## src/rtl/pc_unit.sv

```systemverilog
// pc_unit: program counter with next-PC arbitration and a circular return-address stack.
// The next-PC priority is trap > branch > ret > jump/call > sequential.
// A trap is taken even while the pipeline is stalled.
// The return-address stack (RAS) overwrites its oldest entry when a push finds it full.
// Popping an empty RAS falls back to the sequential PC.
// Both of those RAS cases raise sticky flags that only reset clears.
module pc_unit #(
  parameter int unsigned        WIDTH     = 19,
  parameter logic [WIDTH-1:0]   RESET_VEC = '0,
  parameter logic [WIDTH-1:0]   TRAP_VEC  = 19'h7FF00,
  parameter int unsigned        STEP      = 1,
  parameter int unsigned        RAS_DEPTH = 4
) (
  input  logic             clk,
  input  logic             reset,
  input  logic             pcwrite,
  input  logic             branch_taken,
  input  logic [WIDTH-1:0] branch_target,
  input  logic             jump,
  input  logic [WIDTH-1:0] jump_target,
  input  logic             call,
  input  logic             ret,
  input  logic             trap,
  output logic [WIDTH-1:0] pc,
  output logic             redirect,
  output logic             ras_empty,
  output logic             ras_full,
  output logic             ras_ovf,
  output logic             ras_unf
);

  localparam int unsigned PTR_W = (RAS_DEPTH > 1) ? $clog2(RAS_DEPTH) : 1;
  localparam int unsigned CNT_W = $clog2(RAS_DEPTH + 1);
  localparam logic [PTR_W-1:0] PTR_LAST = PTR_W'(RAS_DEPTH - 1);
  localparam logic [CNT_W-1:0] CNT_FULL = CNT_W'(RAS_DEPTH);

  logic [WIDTH-1:0] pc_q, pc_d;
  logic             redirect_q, redirect_d;
  logic [PTR_W-1:0] top_q, top_d;
  logic [CNT_W-1:0] cnt_q, cnt_d;
  logic             ovf_q, ovf_d;
  logic             unf_q, unf_d;
  logic [WIDTH-1:0] ras_mem_q [RAS_DEPTH];
  logic [WIDTH-1:0] ras_mem_d [RAS_DEPTH];

  logic [WIDTH-1:0] pc_seq;
  logic [PTR_W-1:0] top_next;
  logic [PTR_W-1:0] top_prev;
  logic             is_empty;
  logic             is_full;

  assign pc_seq   = pc_q + WIDTH'(STEP);
  assign top_next = (top_q == PTR_LAST) ? '0 : top_q + 1'b1;
  assign top_prev = (top_q == '0) ? PTR_LAST : top_q - 1'b1;
  assign is_empty = (cnt_q == '0);
  assign is_full  = (cnt_q == CNT_FULL);

  // Next-PC arbitration and the RAS push/pop/flag updates that go with the winner.
  always_comb begin
    pc_d       = pc_q;
    redirect_d = 1'b0;
    top_d      = top_q;
    cnt_d      = cnt_q;
    ovf_d      = ovf_q;
    unf_d      = unf_q;
    ras_mem_d  = ras_mem_q;

    if (trap) begin
      pc_d       = TRAP_VEC;
      redirect_d = 1'b1;
    end else if (pcwrite) begin
      if (branch_taken) begin
        pc_d       = branch_target;
        redirect_d = 1'b1;
      end else if (ret) begin
        if (!is_empty) begin
          pc_d       = ras_mem_q[top_q];
          top_d      = top_prev;
          cnt_d      = cnt_q - 1'b1;
          redirect_d = 1'b1;
        end else begin
          // Empty-stack return degrades to a plain sequential step.
          pc_d  = pc_seq;
          unf_d = 1'b1;
        end
      end else if (jump) begin
        pc_d       = jump_target;
        redirect_d = 1'b1;
        if (call) begin
          // When full, top_next lands on the oldest entry, so it is overwritten.
          ras_mem_d[top_next] = pc_seq;
          top_d               = top_next;
          if (is_full) begin
            ovf_d = 1'b1;
          end else begin
            cnt_d = cnt_q + 1'b1;
          end
        end
      end else begin
        pc_d = pc_seq;
      end
    end
  end

  // Control state: PC, redirect, RAS pointer/count and sticky flags, async-cleared.
  always_ff @(posedge clk or negedge reset) begin
    if (!reset) begin
      pc_q       <= RESET_VEC;
      redirect_q <= 1'b0;
      top_q      <= '0;
      cnt_q      <= '0;
      ovf_q      <= 1'b0;
      unf_q      <= 1'b0;
    end else begin
      pc_q       <= pc_d;
      redirect_q <= redirect_d;
      top_q      <= top_d;
      cnt_q      <= cnt_d;
      ovf_q      <= ovf_d;
      unf_q      <= unf_d;
    end
  end

  // RAS storage has no reset; valid entries are tracked by the count alone.
  always_ff @(posedge clk) begin
    ras_mem_q <= ras_mem_d;
  end

  assign pc        = pc_q;
  assign redirect  = redirect_q;
  assign ras_empty = is_empty;
  assign ras_full  = is_full;
  assign ras_ovf   = ovf_q;
  assign ras_unf   = unf_q;

endmodule

```

## config.mk

```make
export PLATFORM = sky130hd
export DESIGN_NAME = pc_unit
export DESIGN_NICKNAME = d
export VERILOG_FILES = /design/src/rtl/pc_unit.sv
export SDC_FILE = /design/constraint.sdc
export NUM_CORES = 1
export LEC_CHECK = 0
export CAP_MARGIN = 20
export CORE_MARGIN = 8
export CORE_UTILIZATION = 57
export CTS_BUF_LIST = sky130_fd_sc_hd__clkbuf_8
export DETAILED_ROUTE_END_ITERATION = 10
export GPL_ROUTABILITY_DRIVEN = 0
export PLACE_DENSITY_LB_ADDON = 0.08
export SETUP_SLACK_MARGIN = 0.1
export SYNTH_ARGS = -nofsm -noshare
export SYNTH_HDL_FRONTEND = slang
export SYNTH_SLANG_ARGS = --single-unit
```

## constraint.sdc

```tcl
create_clock -name clk -period 2.4 [get_ports clk]
set_clock_uncertainty 0.1 [all_clocks]
set_input_delay 0.36 -clock clk [delete_from_list [all_inputs] [get_ports clk]]
set_output_delay 0.36 -clock clk [all_outputs]
set_load 0.005 [all_outputs]
```

==> results.md, run 1 <==
- Initial core utilization: 0.579
- Worst path top cell family by delay: buffers and inverters
- Vias: around 3600
- Max Freq: between 0.4 and 0.5 GHz
- Die width: around 110 µm
- Post-Syn Area: 4980 µm²
- Yosys cell types: 55
- Met2 usage: 0.371
- Startpoint Class: flop
- Hpwl dp: ~9.4 mm
- CTS Hold Buffers Added: 0
- Data required time at the worst endpoint: slightly below 2 ns
- Flop and latch count out of synthesis: between 100 and 150
- Reg2reg path depth: 4
- Ratio of cells with drive above 1 in the final layout: 0.190
- Sequential fraction of the synthesis area: 0.594
- Clock Pin Slew Worst Setup and Hold Paths: 0.11 ns
- H-tree lvl count: 3
- Max-cap violations: 0
- Largest net degree at the start of global routing: 28
- GR Layer Usage met3: 0.0615
- Num CTS Buffers: 9
- Syn Nets: 417
- Hold Violations, Final: 0
- Worst reg2reg path endpoint: pc[18]$_DFFE_PN0P_
- Worst R2R Setup Slack: 0.28 ns
- Nets: about 500
- Run status: finished clean
- Kind of critical path: flop to primary output
- Post-route minimum period: around 2.1 ns
- Slowest CP cell: clkdlybuf4s50_1
- Met1 usage: 0.302
- Power density over cell area: between 700 and 800 nW/µm²
- First-pass GRT wire length: between 20 and 25 mm
- Crit Path Max Fanout: 5
- Crit path largest cell delay: about 0.56 ns
- # port buffers: 69
- CP endpoint kind: primary output
- Final worst slack: roughly 0.27 ns
- Actual slew at the worst max-slew pin: roughly 0.43 ns
- CTS tree: done
- Relative slew slack: 0.711
- Asr flop ratio synth: 0.262
- R2r startpoint: pc[7]$_DFFE_PN0P_
- Area Growth Syn to Fin: 25.5%
- Fin util: 0.727
- Total number of yosys warnings: 0
- CTS Sinks: roughly 100
- Vias in the first global route: ~3700
- Pre-CTS setup slack: -0.0396 ns
- Max-slew violations: 0
- Row cnt: 34
- Routed vias/inst: about 6.4
- Ys flop type: edfxtp_1
- Routed len/inst: approximately 23 µm
- Initial DRC Count: between 200 and 300
- # DRC: 0
- Synthesized area per cell: approximately 14 µm²
- Post-Route WL: 13.1 mm
- Setup violators final: 0
- Diode count: 0
- Mapped Cells: 363
- P_leak: around 2.2 nW
- Skew-Pair Late Insertion Delay: between 0.3 and 0.4 ns
- Core ar.: roughly 8600 µm²
- Hold Crit Class: input pin to asynchronous set/reset pin
- Crit path arrival time: 1.67 ns
- GRT Residual Overflow: 0
- CP bufs+invs: 1
- Total global-route track usage: 0.226
- Die height: roughly 110 µm
- 1st-pass router iterations: 4
- Top Usage Layer GRT: met2
- RSZ-0062 raised after global routing: no
- Die area: 12000 µm²
- Final period util: 0.887
- Antenna Nets Post-Route: 0
- Initial antenna violation count: 0
- Clk root buf: clkbuf_8
- Fillcell total: a little under 600
- Crit-path cells: nor3_1, clkdlybuf4s50_1
- Io pins: 70
- Maximum buffer depth of the clock tree: 2
- EDFF count, synth: 76
- Maximum VDD drop: roughly 0.36 mV
==> final cells by class <==
cell class	count	area [µm²]	share of cell area
multi-input combinational	227	1900	0.304
clock buffer	9	124	0.0198
inverter	11	41.3	0.00661
timing repair buffer	107	1030	0.164
sequential	103	2960	0.474
clock inverter	7	63.8	0.0102
tap	108	135	0.0216
==> timing repair <==
item	4_1_cts	5_1_grt
endpoints found under the hold margin	0	0
setup buffers	0	0
resized for setup	0	2
endpoints found under the setup margin	0	2
==> placed cells by master, fill, tap and decap left out, types with 10 or more instances in the layout <==
| master | instances |
|---|---|
| nand3_1 | 12 |
| clkdlybuf4s50_1 | 69 |
| edfxtp_1 | 76 |
| dfrtp_1 | 26 |
| inv_1 | 12 |
| nand2_1 | 10 |
| a21oi_1 | 12 |
| xor2_1 | 11 |
| buf_4 | 34 |
| nor2_1 | 13 |
| mux4_2 | 19 |
==> report_power, final <==
group          switching, W  internal (W)  leakage (nW)
clock              0.000643      0.000406         0.101
sequential         0.000159       0.00203         0.981
combinational      0.000626      0.000725          1.14
total               0.00143       0.00317          2.22
==> cell usage after synthesis, types with 9 or more instances <==
master | number | area [µm²]
edfxtp_1 | 76 | 2280
inv_1 | 11 | 41.3
nand2_1 | 10 | 37.5
o21ai_0 | 9 | 45.0
clkbuf_1 | 18 | 67.6
dfrtp_1 | 27 | 676
nor2_1 | 13 | 48.8
mux4_2 | 19 | 428
nand3_1 | 12 | 60.1
xor2_1 | 11 | 96.3
a21oi_1 | 12 | 60.1
==> logic make-up after synthesis <==
logic type | after synthesis | synth area share
AND/OR/NAND/NOR | 104 | 0.127
flip-flops | 103 | 0.594
AO/OA/AOI/OAI | 76 | 0.110
buffers and inverters | 33 | 0.0259
multiplexers | 20 | 0.0880
XOR/XNOR | 19 | 0.0334
adder cells (fa/ha/maj) | 8 | 0.0216
==> worst max-delay path by stage <==
| stage | depth (start not counted) | start | endpoint | slack (ns) |
|---|---|---|---|---|
| 3_3_place_gp | 6 | pcwrite | ras_mem_q[46]$_DFFE_PP_ | -0.001 |
| 4_1_cts | 2 | cnt_q[0]$_DFFE_PN0P_ | ras_full | 0.12 |
| 6_report | 2 | cnt_q[0]$_DFFE_PN0P_ | ras_empty | 0.27 |
| 2_1_floorplan | 4 | trap | ras_mem_q[0]$_DFFE_PP_ | 0.12 |
| 5_1_grt | 2 | cnt_q[0]$_DFFE_PN0P_ | ras_empty | 0.17 |
| 3_5_place_dp | 6 | pcwrite | ras_mem_q[46]$_DFFE_PP_ | -0.04 |
==> sequential cells by signal, indices dropped and copies added (netlist names) <==
register	flops
top_q	2
ras_ovf	1
redirect	1
pc	19
cnt_q	3
ras_unf	1
ras_mem_q	76
==> metrics by stage <==
step	instances	TNS, ns	total power, W	hold WS (ns)	area (µm²)
2_1_floorplan	363	0	0.00301	-0.0356	4980
3_3_place_gp	556	-0.00691	0.00355	0.349	6050
3_5_place_dp	556	-2.28	0.00358	0.352	6050
4_1_cts	572	0	0.00461	0.284	6240
5_1_grt	572	0	0.00480	0.314	6250
6_report	572	0	0.00459	0.292	6250
==> worst register-to-register path: stages, from the launching register on <==
cell and delay, ns:
dfrtp_1 0.49, nand4_1 0.23, or4_4 0.58, o2111a_1 0.26, or3_1 0.33
==> routing by layer <==
metal,vias to the layer above,part of all wire,wire [µm]
met1,1813,0.41,5380
met2,186,0.49,6440
met4,0,0.0081,106
li1,1623,-,-
met5,-,0,0
met3,13,0.091,1200
Power figures use the tool's default switching activity.
==> run 2: changes to the inputs <==
--- a/config.mk
+++ b/config.mk
@@ -5,7 +5,7 @@
 export SDC_FILE = /design/constraint.sdc
 export NUM_CORES = 1
 export LEC_CHECK = 0
-export CAP_MARGIN = 20
+export CAP_MARGIN = 10
 export CORE_MARGIN = 8
 export CORE_UTILIZATION = 57
 export CTS_BUF_LIST = sky130_fd_sc_hd__clkbuf_8
@@ -13,6 +13,7 @@
 export GPL_ROUTABILITY_DRIVEN = 0
 export PLACE_DENSITY_LB_ADDON = 0.08
 export SETUP_SLACK_MARGIN = 0.1
+export SLEW_MARGIN = 10
 export SYNTH_ARGS = -nofsm -noshare
 export SYNTH_HDL_FRONTEND = slang
 export SYNTH_SLANG_ARGS = --single-unit
==> results of run 2 <==
Final layout, timing and power as in run 1 (identical DEF).
